[src/rtl/dct_transpose.sv]
// dct_transpose: ping-pong 8x8 transpose buffer between 1-D DCT passes.
// Define DCT_TRANSPOSE_STAT_EN to add the blk_cnt_o completed-block counter.
module dct_transpose #(
    parameter int DW = 16
) (
    input  logic               clk_i,
    input  logic               rst_ni,
    input  logic               in_valid_i,
    output logic               in_ready_o,
    input  logic [0:7][DW-1:0] in_row_i,
    output logic               out_valid_o,
    input  logic               out_ready_i,
    output logic [0:7][DW-1:0] out_col_o
`ifdef DCT_TRANSPOSE_STAT_EN
    ,
    output logic [15:0]        blk_cnt_o
`endif
);

    logic [0:7][DW-1:0] mem_q [2][8];
    logic [1:0]         full_q, full_d;
    logic               wb_q, wb_d;
    logic               rb_q, rb_d;
    logic [2:0]         wr_q, wr_d;
    logic [2:0]         rc_q, rc_d;
    logic               wr_en, rd_en;

    assign in_ready_o  = !full_q[wb_q];
    assign out_valid_o = full_q[rb_q];
    assign wr_en       = in_valid_i && in_ready_o;
    assign rd_en       = out_valid_o && out_ready_i;

    // A write needs full[wb]=0 and a read needs full[rb]=1, so the
    // two can never touch the same flag in one cycle.
    always_comb begin
        full_d = full_q;
        wb_d   = wb_q;
        wr_d   = wr_q;
        rb_d   = rb_q;
        rc_d   = rc_q;
        if (wr_en) begin
            wr_d = wr_q + 3'd1;
            if (wr_q == 3'd7) begin
                full_d[wb_q] = 1'b1;
                wb_d         = !wb_q;
            end
        end
        if (rd_en) begin
            rc_d = rc_q + 3'd1;
            if (rc_q == 3'd7) begin
                full_d[rb_q] = 1'b0;
                rb_d         = !rb_q;
            end
        end
    end

    always_ff @(posedge clk_i or negedge rst_ni) begin
        if (!rst_ni) begin
            full_q <= 2'b00;
            wb_q   <= 1'b0;
            wr_q   <= 3'd0;
            rb_q   <= 1'b0;
            rc_q   <= 3'd0;
        end else begin
            full_q <= full_d;
            wb_q   <= wb_d;
            wr_q   <= wr_d;
            rb_q   <= rb_d;
            rc_q   <= rc_d;
        end
    end

    // Bank storage carries no reset; stale contents are never exposed
    // because out_valid_o depends only on the full flags.
    always_ff @(posedge clk_i) begin
        if (wr_en) begin
            mem_q[wb_q][wr_q] <= in_row_i;
        end
    end

    for (genvar i = 0; i < 8; i++) begin : g_col
        assign out_col_o[i] = mem_q[rb_q][i][rc_q];
    end

`ifdef DCT_TRANSPOSE_STAT_EN
    logic [15:0] blk_cnt_q, blk_cnt_d;

    always_comb begin
        blk_cnt_d = blk_cnt_q;
        if (rd_en && rc_q == 3'd7) begin
            blk_cnt_d = blk_cnt_q + 16'd1;
        end
    end

    always_ff @(posedge clk_i or negedge rst_ni) begin
        if (!rst_ni) begin
            blk_cnt_q <= 16'd0;
        end else begin
            blk_cnt_q <= blk_cnt_d;
        end
    end

    assign blk_cnt_o = blk_cnt_q;
`endif

endmodule

[config.mk]
export PLATFORM = sky130hd
export DESIGN_NAME = dct_transpose
export DESIGN_NICKNAME = d
export VERILOG_FILES = /design/src/rtl/dct_transpose.sv
export SDC_FILE = /design/constraint.sdc
export NUM_CORES = 2
export LEC_CHECK = 0
export BUFFER_PORTS_ARGS = -buffer_cell sky130_fd_sc_hd__buf_4
export CORE_UTILIZATION = 45
export CTS_BUF_LIST = sky130_fd_sc_hd__clkbuf_8
export CTS_CLUSTER_DIAMETER = 30
export CTS_CLUSTER_SIZE = 12
export DETAILED_ROUTE_END_ITERATION = 16
export MAX_ROUTING_LAYER = met4
export PLACE_DENSITY = 0.73
export REMOVE_ABC_BUFFERS = 1
export SKIP_LAST_GASP = 1
export SYNTH_ARGS = -nofsm -noshare
export SYNTH_HDL_FRONTEND = slang
export SYNTH_SLANG_ARGS = --single-unit
export TNS_END_PERCENT = 50
[constraint.sdc]
create_clock -name clk_i -period 30.9 [get_ports clk_i]
set_clock_uncertainty 0.05 [all_clocks]
set_input_delay 9.27 -clock clk_i [delete_from_list [all_inputs] [get_ports clk_i]]
set_output_delay 9.27 -clock clk_i [all_outputs]
set_load 0.005 [all_outputs]
==> impl_metrics.py <==
metrics = {
    "global_route": {
        "grt_pass1_wl_mm": 259,
        "antenna_found_initial": 5,
        "overflow": 0,
        "grt_use_total": 0.210,
        "grt_max_degree": 129,
        "grt_pass1_vias": 39000,
    },
    "clock_tree": {
        "hold_buffers": 0,
        "cts_buffers": 367,
        "cts.htree.levels": 5,
        "clk_latency_ps": 1040,
        "cts_tree": "yes",
        "cts_buffer_depth": 4,
        "clkTransAtPathRegs_ps": 60,
        "post_cts_buffers": 0,
        "cts_resized": 0,
        "cts_root_buffer": "clkbuf_8",
        "cts.sinks": 2058,
    },
    "worst_setup_path": {
        "required_ps": 21580,
        "worstPathCellList": "buf_4 > buf_4 > buf_4 > buf_4 > mux4_2 > a22oi_1 > nand2_1 > buf_4",
        "reg2reg_slack_ps": 26300,
        "worstSetupPathType": "register to primary output",
        "critPathSlowestCell": "dfrtp_4",
        "cp.arrival_ps": 6410,
        "cp-start-kind": "register",
        "critPathCaptureType": "primary output",
        "crit_path_max_incr_delay_ps": 1080,
        "reg2reg_depth": 5,
        "crit_top_cell": "buf_4",
        "crit_path_max_fanout": 63,
    },
    "synth": {
        "synth_top_area_frac": 0.795,
        "syn_inst": 3335,
        "synth.distinct_cells": 29,
        "synth_edf_count": 2048,
        "synthTopCellsByArea": "edfxtp_1, mux4_2, a22oi_1, mux2i_1, nand2_1",
        "synthArstFlopShare": 0.00486,
        "ys_ff_latch": 2058,
        "avgSynthCellArea_sq_um": 23.2,
        "synth_largest_area_cell": "edfxtp_1",
        "synth-main-ff-cell": "edfxtp_1",
        "netlist_area_sq_um": 77300,
        "ys_seq_area_frac": 0.799,
        "synth_warnings": 0,
    },
    "power_and_ir_drop": {
        "finalPower_mw": 8.46,
        "pwr_density_cell_nw_per_um2": 94.1,
        "p_leak_nw": 29.1,
        "ir_worst_vdd_mv": 0.0714,
    },
    "run": {
        "cap_violations": 0,
    },
    "final_layout": {
        "stdcell_area_sq_um": 89900,
        "fin_nets": 3985,
        "fillers": 12700,
        "drive_gt1_frac": 0.339,
        "area_delta_synth_final_pct": 16.2,
    },
    "placed_design": {
        "dpl_cell_area_sq_um": 81800,
        "gp_congestion": 0.756,
        "dpl.hpwl_mm": 95.3,
        "portBuffers": 261,
    },
    "worst_hold_path": {
        "hp-class": "register to register",
        "hold_depth": 2,
    },
    "outcome": {
        "status": "completed",
    },
    "route": {
        "ant_nets": 0,
        "first_pass_iters": 5,
        "drcViolationCount": 0,
        "avgViaCountPerCell": 5.79,
        "vias": 36800,
        "wire_per_inst_um": 27.7,
        "wl_met2_mm": 89.9,
        "finalWirelength_mm": 176,
        "wl_met1_mm": 70.2,
        "route.met3.wl_mm": 11.0,
        "dr.first_iter.drc_count": 3165,
        "top_layer": "met4",
    },
    "timing": {
        "maxSlewHeadroom": 0.217,
        "rsz0062_at_grt": "false",
        "setup-violations-final": 0,
        "hold_viol_final": 0,
        "drv_slew": 0,
        "holdWs_ps": 561,
        "setup_tns_ps": 0,
        "fin_crit_ps": 15730,
        "period_share": 0.509,
        "fmax_ghz": 0.0636,
        "tightest_slew_ps": 1180,
    },
    "floorplanning": {
        "die_w_um": 417,
        "initial_utilization": 0.455,
        "die_h_um": 417,
        "std_cell_rows": 151,
        "io_pins": 262,
        "design.die.area_sq_um": 173000,
        "fp.coreArea_sq_um": 170000,
    },
}
==> synth_stat cells, types with 3 or more instances <==
| library cell | count |
|---|---|
| mux2i_1 | 137 |
| buf_4 | 51 |
| nor4_1 | 4 |
| edfxtp_1 | 2048 |
| ha_1 | 4 |
| nor2_1 | 15 |
| buf_1 | 17 |
| mux4_2 | 444 |
| clkbuf_1 | 47 |
| nor2b_1 | 5 |
| nand3_1 | 36 |
| buf_6 | 4 |
| nand2_1 | 132 |
| a22oi_1 | 287 |
| buf_2 | 67 |
| dfrtp_1 | 10 |
| xnor2_1 | 3 |
| mux2_2 | 5 |
==> path summary, 6_finish.rpt <==
| kind | startpoint | endpoint |
|---|---|---|
| worst max-delay path | rc_q[0] | out_col_o[84] |
| worst min-delay path | full_q[1] | full_q[1] |
| worst max register to register | wb_q | mem_q[1][629] |
| worst min register to register | full_q[1] | full_q[1] |
| max in group asynchronous | rst_ni | rc_q[0] |
| min in group asynchronous | rst_ni | wb_q |
==> flip-flops by register name, summed over array words and instances, names as in the netlist <==
register  count
wr_q          3
mem_q      2048
rc_q          3
full_q        2
wb_q          1
rb_q          1
==> layer usage <==
layer  vias up  track usage
met4         0       0.0679
met5         -            -
li1      15400            -
met3       300       0.0404
met2      1381        0.343
met1     19800        0.268
==> area by class of cell <==
type	instances	area, sq um	area share
clock inverters	287	2980	0.0332
well taps	2218	2780	0.0309
diodes	5	12.5	0.000139
multi-input cells	1091	14800	0.164
flip-flops and latches	2058	61800	0.687
repair buffers	331	2500	0.0278
clock buffers	369	5080	0.0565
==> per-stage QoR <==
step                 util  setup WS (ps)  cells
CTS                 0.528          14990   6354
global placement    0.481          16140   5698
global route        0.528          14750   6358
floorplan               -            187   3149
detailed placement  0.481          16160   5698
finish              0.528          15170   6359
==> report_power, final <==
part	total, mW	switching [mW]	internal (mW)
logic	2.30	1.30	1.00
registers	3.41	0.0998	3.31
clock network	2.75	1.19	1.56
==> worst max-delay path, delay by kind of cell, from the launching register on <==
family / cells / cell delay, ps
buffers and inverters: 5 / 3330
flip-flops: 1 / 1080
AND/OR/NAND/NOR: 1 / 120
AO/OA/AOI/OAI: 1 / 140
multiplexers: 1 / 590
==> layout by cell type, fill, tap and decap left out, drive strengths merged <==
cell type	netlist	final
nand4	1	1
mux2	5	5
nand3	36	36
nand3b	2	2
or2	1	1
mux4	444	444
xnor2	3	3
clkbuf	47	369
mux2i	137	137
o2111ai	2	2
nor2	15	15
edfxtp	2048	2048
diode	0	5
a31oi	2	2
and2	2	2
nand2b	2	2
nor4	4	4
a21oi	2	2
dfrtp	10	10
ha	4	4
clkinv	0	112
inv	0	65
nor2b	5	5
and3	1	1
nand2	132	132
a22oi	287	287
o21ai	2	2
clkinvlp	0	63
bufinv	0	47
buf	139	331
nand4b	2	2
==> kinds of logic (layout without fill, tap and decap cells) <==
group,Yosys count,count (layout),share of synthesized area
AOI/OAI and AO/OA,295,295,0.0285
muxes,586,586,0.148
and+or+nand+nor,203,203,0.0112
other,0,5,0
DFF,2058,2058,0.799
adders and majority gates,4,4,0.000647
buffers and inverters,186,987,0.0130
xor gates and xnor gates,3,3,0.000340
No activity file was read; power rests on OpenSTA's default activity.
